===== config.mk =====
export PLATFORM = sky130hd
export DESIGN_NAME = mu0_demux16
export DESIGN_NICKNAME = d
export VERILOG_FILES = /design/src/rtl/mu0_demux16.sv
export SDC_FILE = /design/constraint.sdc
export NUM_CORES = 1
export LEC_CHECK = 0
export CAP_MARGIN = 10
export CORE_UTILIZATION = 35
export DETAILED_ROUTE_END_ITERATION = 7
export PLACE_DENSITY = 0.75
export RECOVER_POWER = 25
export SLEW_MARGIN = 20
export SYNTH_ARGS = -nofsm -noshare
export SYNTH_HDL_FRONTEND = slang
export SYNTH_SLANG_ARGS = --single-unit

===== constraint.sdc =====
create_clock -name clk -period 1.5 [get_ports clk]
set_input_delay 0.225 -clock clk [delete_from_list [all_inputs] [get_ports clk]]
set_output_delay 0.225 -clock clk [all_outputs]
set_load 0.1 [all_outputs]

===== src/rtl/mu0_demux16.sv =====
// 16-bit 1-to-2 demultiplexer with a one-word valid/ready holding register per output channel.
// Optional per-channel delivery counters are built only when MU0_DEMUX_COUNT_EN is defined.
module mu0_demux16 (
    input  logic        clk,
    input  logic        reset,
    input  logic [15:0] D,
    input  logic        S,
    input  logic        in_valid,
    output logic        in_ready,
    output logic [15:0] A,
    output logic        a_valid,
    input  logic        a_ready,
    output logic [15:0] B,
    output logic        b_valid,
    input  logic        b_ready,
    output logic [7:0]  a_count,
    output logic [7:0]  b_count
);

    logic [15:0] a_q, a_d;
    logic [15:0] b_q, b_d;
    logic        a_valid_q, a_valid_d;
    logic        b_valid_q, b_valid_d;
    logic        accept;
    logic        load_a, load_b;
    logic        a_hs, b_hs;

    always_comb begin
        in_ready = S ? (~b_valid_q | b_ready) : (~a_valid_q | a_ready);
        accept   = in_valid & in_ready;
        load_a   = accept & ~S;
        load_b   = accept & S;
        a_hs     = a_valid_q & a_ready;
        b_hs     = b_valid_q & b_ready;
    end

    // A load in the same cycle as a drain keeps the slot full with the new word.
    always_comb begin
        a_d       = load_a ? D : a_q;
        b_d       = load_b ? D : b_q;
        a_valid_d = load_a | (a_valid_q & ~a_hs);
        b_valid_d = load_b | (b_valid_q & ~b_hs);
    end

    always_ff @(posedge clk or posedge reset) begin
        if (reset) begin
            a_q       <= 16'h0000;
            b_q       <= 16'h0000;
            a_valid_q <= 1'b0;
            b_valid_q <= 1'b0;
        end else begin
            a_q       <= a_d;
            b_q       <= b_d;
            a_valid_q <= a_valid_d;
            b_valid_q <= b_valid_d;
        end
    end

    assign A       = a_q;
    assign B       = b_q;
    assign a_valid = a_valid_q;
    assign b_valid = b_valid_q;

`ifdef MU0_DEMUX_COUNT_EN
    logic [7:0] a_count_q, a_count_d;
    logic [7:0] b_count_q, b_count_d;

    always_comb begin
        a_count_d = a_hs ? a_count_q + 8'd1 : a_count_q;
        b_count_d = b_hs ? b_count_q + 8'd1 : b_count_q;
    end

    always_ff @(posedge clk or posedge reset) begin
        if (reset) begin
            a_count_q <= 8'h00;
            b_count_q <= 8'h00;
        end else begin
            a_count_q <= a_count_d;
            b_count_q <= b_count_d;
        end
    end

    assign a_count = a_count_q;
    assign b_count = b_count_q;
`else
    assign a_count = 8'h00;
    assign b_count = 8'h00;
`endif

endmodule


==> impl_results.md, run 1 <==
* Status: finished with violations
* Failing checks: setup timing
* Max Cap Viol at 0
* Reg clk slew, reported paths at ~80 ps
* Row Count at 22
* Input/output buffers at 56
* Post-Synth XOR/XNOR Area at 0%
* Die area at ~4400 um2
* N_diodes at 0
* Largest family of logic cells by synthesized area: multiplexers
* Path depth of the worst reg2reg path at 4
* Synthesized-area fraction occupied by adder cells at 0%
* Die Span X at 66.0 um
* WS Path Type: reg2out
* GP Congestion at about 0.74
* Lkg Pwr at roughly 0.0012 uW
* Pwr Total at 4620 uW
* Vias in the first global route at between 900 and 1,000
* Tcrit/Tclk final at 105%
* Fmax at around 640 MHz
* Post-layout net count at 185
* Cells after DPL at 202
* Layout cells sized above 1 at between 50 and 60%
* CP max stage delay at ~470 ps
* Hold Slack at slightly below 600 ps
* Final Hold Vio Count at 0
* Cells along the critical path: and2b_2 > a21oi_4 > buf_12
* Avg Inst Size Synth at between 10 and 15 um2
* Unique cell type count in the Yosys netlist at 15
* Core area at between 3000 and 4000 um2
* Clk root buf: clkbuf_8
* Ys Warns at 0
* Area contributors post-synth: dfrtp_1, mux2_2, buf_4, buf_6, nor3b_4
* Post-Synth Simple-Gate Area at under 10%
* Tightest Pin Transition at slightly above 800 ps
* Reg-to-reg setup timing slack at 0 ps
* Worst r2r dst: B[6]
* Area leader, netlist: dfrtp_1
* Worst Setup End Kind: output port
* CTS tree: built
* H-Tree Depth at 2
* Wire length of the first global-routing pass at 4.98 mm
* Total CTS buffers at 5
* Initial Util at 37.8%
* Normalized max-slew margin at roughly 46%
* Final WL at ~3.2 mm
* DRC viols at 0
* VDD IR max at between 0.9 and 1 mV
* Crit start category: flop
* Fin crit period at about 1600 ps
* Pre-antenna DRT Iters at 2
* Initial antenna violation count at 0
* Final Max Tran Viols at 0
* Tot GR Track Use at between 10% and 20%
* Setup-failing EPs final at 3
* Hold Crit Start: A[5]
* Die Ht at around 66 um
* Vias per Instance at around 4.5
* Largest net degree at the start of global routing at 35
* CP arrival at around 1300 ps
* Commonest non-fill, non-tap cell in the layout: buf_12
* Class of the worst hold path: reg2reg
* Clock latency on the worst-skew pair at about 290 ps
* Hold path endpoint: A[5]
* Pwr/cell area at ~1800 nW/um2
* R2R Path Start: b_valid
* CP max stage cell: dfrtp_4
* Mux share of post-synthesis cell area at between 20 and 30%
* Mapped Cells at 96
* Hold path cells at 1
* RSZ-0062 raised after global routing: yes
* Critical path data required time at about 1300 ps
* Most frequent cells in the layout: buf_12, dfrtp_1, clkdlybuf4s50_1
* Count of clock tree sinks at 34
* Post-synth top area share at roughly three fifths
* Post-Synthesis Cell Area at about 1400 um2
* Detailed placement HPWL at around 2.3 mm
* Clock Tree Buf Depth at 2
* Vias at around 950
* Grt ovf at 0
* Initial DRC Count at 9
* Complex-gate fraction of the synthesized area at less than 1%
* Final worst slack at -68.9 ps
* Boundary Pins at 73
* Clock Skew at between 10 and 15 ps
* Post-layout instance count excluding filler cells at around 210
* Number of synthesized register bits at 34
* Area delta synth->final at 81.5%
* Sequential-to-total area share from yosys stat at between 50% and 60%
* Antenna Nets Post-Route at 0
* Crit-path max FO at 3
* DR WL/cell at about 15 um
==> worst max-delay path, delay by kind of cell (launching register included) <==
| family | cells | cell delay [ps] |
|---|---|---|
| AOI/OAI and AO/OA | 1 | 150 |
| buffers and inverters | 1 | 190 |
| DFF | 1 | 470 |
| and+or+nand+nor | 1 | 240 |
==> logic make-up after synthesis <==
family,Yosys count
DFF,34
muxes,32
buffers and inverters,20
and+or+nand+nor,7
AOI/OAI and AO/OA,2
other,1
==> Yosys cell counts <==
cell type	n
a21oi_1	1
and2b_1	1
buf_4	16
buf_6	2
conb_1	1
dfrtp_1	34
inv_1	2
mux2_2	32
nand2_1	1
nand2b_1	1
nand2b_2	1
nor2_1	1
nor2_4	1
nor3b_4	1
o21ai_0	1
==> flip-flops by register name, summed over array words and instances (netlist names) <==
signal,cells
A,16
B,16
a_valid,1
b_valid,1
==> per-layer routing <==
layer / track usage (%) / routed length (um) / vias to the layer above
met4: 8.78 / 62 / 0
met3: 5.34 / 215 / 5
met1: 17.0 / 1220 / 474
li1: - / - / 428
met5: 0 / 0 / -
met2: 27.7 / 1700 / 41
==> power by group <==
| group | switching (uW) | internal [uW] | leakage, uW |
|---|---|---|---|
| logic | 1600 | 881 | 0.000729 |
| clock network | 331 | 542 | 0.0000585 |
| registers | 181 | 1080 | 0.000398 |
==> through the flow <==
stage / utilization [%] / TNS (ps) / setup slack (ps) / instance area (um2)
floorplan: - / -4360 / -185 / 1520
global placement: 63.3 / -5240 / -178 / 2410
detailed placement: 63.3 / -6050 / -211 / 2410
CTS: 66.6 / -105 / -105 / 2530
global route: 68.6 / -746 / -117 / 2610
finish: 68.6 / -72.3 / -68.9 / 2610
==> what timing repair did <==
action / CTS / global route
hold buffers: 0 / 0
endpoints found under the setup margin: 13 / 22
setup buffers: 1 / 0
pin swaps: 1 / 2
resized for setup: 1 / 17
gates cloned: 0 / 1
==> final cells by class <==
type | count | area, um2
clock buffer | 7 | 86.3
tap | 48 | 60.1
sequential | 34 | 858
multi-input combinational | 57 | 568
timing repair buffer | 63 | 995
fill | 245 | 1190
clock inverter | 1 | 30.0
inverter | 2 | 7.51
==> worst max path at each step <==
| stage | slack [ps] | startpoint | cells past startpoint | to |
|---|---|---|---|---|
| detailed placement | -210 | a_ready | 5 | A[7] |
| floorplan | -190 | a_valid | 4 | A[0] |
| global route | -120 | b_valid | 3 | in_ready |
| finish | -70 | b_valid | 3 | in_ready |
| global placement | -180 | a_ready | 5 | A[3] |
| CTS | -100 | b_valid | 3 | in_ready |
Note: power is estimated with default switching activity, not from simulation.
==> run 2: changes to the inputs <==
--- a/config.mk
+++ b/config.mk
@@ -6,6 +6,7 @@
 export NUM_CORES = 1
 export LEC_CHECK = 0
 export CAP_MARGIN = 10
+export CORE_ASPECT_RATIO = 1.2
 export CORE_UTILIZATION = 35
 export DETAILED_ROUTE_END_ITERATION = 7
 export PLACE_DENSITY = 0.75
==> impl_results.md, run 2 (same netlist as run 1, synthesis figures left out) <==
* Status: finished with violations
* Failing checks: setup timing
* Cells after DPL at 209 (+3.5%)
* Final Max Tran Viols at 0 (unchanged)
* GP Congestion at 0.661 (-11%)
* Largest net degree at the start of global routing at 35 (unchanged)
* Global routing usage on met1 at 18.2% (+1.1 points)
* Post-CTS Hold Buffers at 0 (unchanged)
* Most frequent cells in the layout: buf_12, dfrtp_1, clkdlybuf4s50_1
* Post-place instance area at 2450 um2 (+1.7%)
* Critical path data required time at 1270 ps (about the same)
* Crit start category: flop
* Commonest non-fill, non-tap cell in the layout: buf_12
* Lkg Pwr at 0.00117 uW (-1.3%)
* Max Cap Viol at 0 (unchanged)
* CP max stage delay at 470 ps (about the same)
* Post-layout net count at 186 (+0.54%)
* Worst r2r dst: B[11]
* Row Count at 25 (+14%)
* Detailed placement HPWL at 2.49 mm (+7.4%)
* Final WL at 3.37 mm (+5.4%)
* Grt ovf at 0 (unchanged)
* Die Span X at 60.5 um (-8.5%)
* Worst Setup End Kind: output port
* Multi-input logic area at 568 um2 (unchanged)
* Hold path endpoint: A[13]
* DRC viols at 0 (unchanged)
* Count of clock tree sinks at 34 (unchanged)
* Vias at 944 (-0.42%)
* Clock Skew at 3.43 ps (-7.60 ps)
* Final Hold Vio Count at 0 (unchanged)
* Reg-to-reg setup timing slack at -40 ps (-40 ps)
* Hold path cells at 1 (unchanged)
* Total CTS buffers at 5 (unchanged)
* Core area at 3940 um2 (+3.8%)
* Boundary Pins at 73 (unchanged)
* VDD IR max at 0.847 mV (-7.9%)
* Layout cells sized above 1 at 53.0% (-0.61 points)
* Clk root buf: clkbuf_8
* N_diodes at 0 (unchanged)
* Met2 Use GR at 29.9% (+2.2 points)
* Clock Tree Buf Depth at 2 (unchanged)
* Fmax at 606 MHz (-4.9%)
* Fill count at 303 (+24%)
* Post-layout instance count excluding filler cells at 218 (+2.8%)
* H-Tree Depth at 2 (unchanged)
* Wire length of the first global-routing pass at 5.20 mm (+4.4%)
* CP arrival at 1430 ps (+90 ps)
* Met3 Use GR at 5.70% (+0.36 points)
* Tightest Pin Transition at 835 ps (+29.3 ps)
* DP Worst Slack at -209 ps (+1.48 ps)
* Tot GR Track Use at 17.2% (+1.2 points)
* Die area at 4360 um2 (about the same)
* Pwr Total at 4380 uW (-5.2%)
* RSZ-0062 raised after global routing: yes
* Antenna Nets Post-Route at 0 (unchanged)
* CTS tree: built
* Fin crit period at 1650 ps (+81.7 ps)
* Input/output buffers at 56 (unchanged)
* Pwr/cell area at 1700 nW/um2 (-4.4%)
* Crit-path max FO at 2 (-1)
* Sequential cell area at 858 um2 (unchanged)
* Hold Crit Start: A[13]
* Hold Slack at 576 ps (-0.216 ps)
* WS Path Type: reg2out
* Initial Util at 36.4% (-1.4 points)
* Vias per Instance at 4.33 (-3.2%)
* Die Ht at 72.1 um (+9.3%)
* Cells along the critical path: and2b_2 > buf_4 > a21oi_4 > buf_12
* Tcrit/Tclk final at 110% (+5.4 points)
* Most Crowded Layer GR: met2
* Area delta synth->final at 80.0%
* Path depth of the worst reg2reg path at 5 (+1)
* R2R Path Start: b_valid
* Normalized max-slew margin at 44.3% (-2.0 points)
* Clock latency on the worst-skew pair at 280 ps (about the same)
* Initial antenna violation count at 0 (unchanged)
* Pre-antenna DRT Iters at 7 (+5)
* Initial DRC Count at 37 (+28)
* Final instance area at 2580 um2 (-0.82%)
* Setup-failing EPs final at 17 (+14)
* CP max stage cell: dfrtp_4
* Final worst slack at -151 ps (-81.7 ps)
* DR WL/cell at 15.5 um (+2.5%)
* Vias in the first global route at 1,009 (+2.2%)
* Reg clk slew, reported paths at 60 ps (-20 ps)
* Class of the worst hold path: reg2reg
==> run 2: changes by cell type in the layout (fill, tap and decap cells not counted) <==
| cell | previous run | this run |
|---|---|---|
| bufinv_16 | 1 | 0 |
| clkbuf_16 | 1 | 0 |
| clkbuf_1 | 1 | 2 |
| buf_4 | 3 | 4 |
| clkbuf_8 | 6 | 5 |
| buf_6 | 1 | 0 |
| buf_12 | 36 | 38 |
==> run 2: critical path: cells and delay by family, from the launching register on <==
kind	cells	cell delay (ps)
AOI/OAI and AO/OA	1	130
DFF	1	470
and+or+nand+nor	1	210
buffers and inverters	2	330
==> run 2: power breakdown <==
| group | switching (uW) | internal, uW |
|---|---|---|
| combinational | 1610 | 886 |
| clock | 302 | 319 |
| sequential | 184 | 1080 |
==> run 2: cell type report <==
| cell class | count | share of cell area, % |
|---|---|---|
| Multi-Input combinational cell | 57 | 22.0 |
| Tap cell | 54 | 2.62 |
| Clock buffer | 7 | 2.95 |
| Sequential cell | 34 | 33.2 |
| Timing Repair Buffer | 64 | 38.9 |
| Inverter | 2 | 0.291 |
==> run 2: worst max path at each step <==
stage	startpoint	end	slack (ps)	cells past startpoint
floorplan	a_valid	A[0]	-190	4
global placement	S	B[15]	-170	5
detailed placement	S	B[12]	-210	5
CTS	b_valid	in_ready	-160	4
global route	b_valid	in_ready	-190	4
finish	b_valid	in_ready	-150	4
==> run 2: per-layer routing <==
layer,vias to the layer above,routed length (um)
li1,427,-
met1,473,1150
met2,39,1960
met3,5,198
met4,0,73
met5,-,0
==> run 2: what timing repair did <==
action                     4_1_cts  5_1_grt
pin swaps                        1        0
resized for setup               17        0
setup buffers                    2        0
setup endpoints to repair        1       25
==> run 2: metrics by stage <==
stage | utilization (%) | setup TNS, ps
global route | 65.6 | -1280
floorplan | - | -4360
CTS | 65.9 | -748
finish | 65.6 | -653
detailed placement | 62.1 | -6200
global placement | 62.1 | -5390
==> run 3: changes to the inputs <==
--- a/config.mk
+++ b/config.mk
@@ -7,10 +7,11 @@
 export LEC_CHECK = 0
 export CAP_MARGIN = 10
 export CORE_ASPECT_RATIO = 1.2
-export CORE_UTILIZATION = 35
+export CORE_UTILIZATION = 39
 export DETAILED_ROUTE_END_ITERATION = 7
-export PLACE_DENSITY = 0.75
+export PLACE_DENSITY = 0.79
 export RECOVER_POWER = 25
+export SETUP_SLACK_MARGIN = 0.05
 export SLEW_MARGIN = 20
 export SYNTH_ARGS = -nofsm -noshare
 export SYNTH_HDL_FRONTEND = slang
==> constraint.sdc (replaced) <==
create_clock -name clk -period 1.6 [get_ports clk]
set_input_delay 0.24 -clock clk [delete_from_list [all_inputs] [get_ports clk]]
set_output_delay 0.24 -clock clk [all_outputs]
set_load 0.1 [all_outputs]
==> impl_results.md, run 3 (same netlist as run 1, synthesis figures left out) <==
* Final Hold Vio Count at 0 (unchanged)
* Grt ovf at 0 (unchanged)
* VDD IR max at 1.05 mV (+23%)
* Commonest non-fill, non-tap cell in the layout: buf_12
* Layout cells sized above 1 at 53.7% (+0.61 points)
* CP arrival at 1360 ps (-70 ps)
* Final Max Tran Viols at 0 (unchanged)
* Cells after DPL at 192 (-8.1%)
* Initial Util at 41.9% (+5.5 points)
* Core area at 3420 um2 (-13%)
* Total CTS buffers at 5 (unchanged)
* Vias at 934 (-1.1%)
* Final worst slack at 4.51 ps (+155 ps)
* Most frequent cells in the layout: buf_12, dfrtp_1, mux2_2
* Boundary Pins at 73 (unchanged)
* H-Tree Depth at 2 (unchanged)
* Crit start category: flop
* Post-layout net count at 186 (unchanged)
* Cells along the critical path: and2b_2 > a21oi_4 > buf_12
* Buffers & Inverters on Critical Path at 1 (-1)
* Tcrit/Tclk final at between 90 and 100%
* Clock latency on the worst-skew pair at 280 ps (about the same)
* Antenna Nets Post-Route at 0 (unchanged)
* Pre-antenna DRT Iters at 7 (unchanged)
* Vias per Instance at 4.65 (+7.3%)
* Input/output buffers at 56 (unchanged)
* Crit-path max FO at 3 (+1)
* Final WL at 3.11 mm (-7.8%)
* Clock Skew at 3.34 ps (-0.0877 ps)
* WS Path Type: reg2out
* DRC viols at 5 (+5)
* Area delta synth->final at 77.1%
* Critical path data required time at 1360 ps (+90 ps)
* Die area at 3930 um2 (-10%)
* Setup_tns at 0 ps (+653 ps)
* RSZ-0062 raised after global routing: yes
* N_diodes at 0 (unchanged)
* Tot GR Track Use at 16.8% (-0.39 points)
* Setup-failing EPs final at 0 (-17)
* Post-layout instance count excluding filler cells at 201 (-7.8%)
* Die Span X at 57.4 um (-5.1%)
* GP Congestion at 0.699 (+5.7%)
* DR WL/cell at 15.5 um (about the same)
* Clk root buf: clkbuf_8
* Delay-heaviest family, CP: flip-flops
* DP Worst Slack at -109 ps (+101 ps)
* Normalized max-slew margin at 52.7% (+8.4 points)
* Worst Setup End Kind: output port
* Fmax at between 600 and 700 MHz
* Class of the worst hold path: in2async
* Pwr/cell area at 1680 nW/um2 (-1.1%)
* Max Cap Viol at 0 (unchanged)
* CP max stage delay at 470 ps (about the same)
* Row Count at 23 (-8.0%)
* Fin crit period at about 1600 ps
* Hold Slack at 543 ps (-33.7 ps)
* Failing checks: DRC
* Tightest Pin Transition at 709 ps (-126 ps)
* Lkg Pwr at 0.00114 uW (-2.5%)
* Largest net degree at the start of global routing at 21 (-40%)
* Initial antenna violation count at 0 (unchanged)
* Status: finished with violations
* Vias in the first global route at 973 (-3.6%)
* Initial DRC Count at 31 (-16%)
* Post-CTS Hold Buffers at 0 (unchanged)
* Count of clock tree sinks at 34 (unchanged)
* Die Ht at 68.5 um (-5.1%)
* Wire length of the first global-routing pass at 4.66 mm (-10%)
* Reg clk slew, reported paths at 70 ps (about the same)
* Clock Tree Buf Depth at 2 (unchanged)
* Detailed placement HPWL at 2.40 mm (-3.6%)
* CTS tree: built
* CP max stage cell: dfrtp_4
run 3: cell count changes in the layout (fill, tap and decap cells not counted):
| cell | change |
|---|---|
| mux2_4 | -11 |
| bufinv_16 | +1 |
| buf_12 | -1 |
| clkbuf_1 | -1 |
| mux2_2 | +11 |
| clkbuf_8 | +1 |
run 3: final timing paths:
| kind | start | end | slack (ps) | cells after the start |
|---|---|---|---|---|
| setup / recovery | b_valid | in_ready | 5 | 3 |
| setup reg to reg | a_valid | A[3] | 50 | 5 |
| min in group clk | B[15] | B[15] | 570 | 1 |
| hold reg to reg | B[15] | B[15] | 570 | 1 |
| hold / removal | reset | A[2] | 540 | 3 |
| max in group asynchronous | reset | A[12] | 550 | 3 |
run 3: worst min-delay path, delay by kind of cell:
kind,cells,cell delay [ps]
buffers and inverters,3,1030
run 3: routing by layer:
layer / routed length [um] / GRT usage (%)
met3: 175 / 5.67
met1: 1140 / 17.8
met4: 33 / 7.93
met2: 1760 / 30.1
met5: 0 / 0
run 3: final cells by class:
type	count	area [um2]
multi-input cells	57	527
repair buffers	64	990
flip-flops and latches	34	858
inverters	2	7.51
well taps	37	46.3
clock inverters	1	30.0
clock buffers	6	82.6
fillers	206	883
run 3: report_power, final:
part / leakage [uW] / switching, uW / internal [uW] / total [uW]
clock: 0.0000573 / 285 / 498 / 783
sequential: 0.000398 / 169 / 1020 / 1180
combinational: 0.000687 / 1500 / 797 / 2290
total: 0.00114 / 1950 / 2310 / 4260
run 3: metrics by stage:
stage | util, % | instance area (um2) | total power (uW)
finish | 74.2 | 2540 | 4260
global route | 74.2 | 2540 | 4400
CTS | 73.6 | 2520 | 4290
detailed placement | 70.3 | 2410 | 3500
global placement | 70.3 | 2410 | 3460
floorplan | - | 1520 | 2640
run 3: timing repair:
item,4_1_cts,5_1_grt
setup endpoints to repair,1,1
setup buffers,0,2
gates resized for setup,0,4
hold endpoints to repair,0,0
pin swaps,0,1
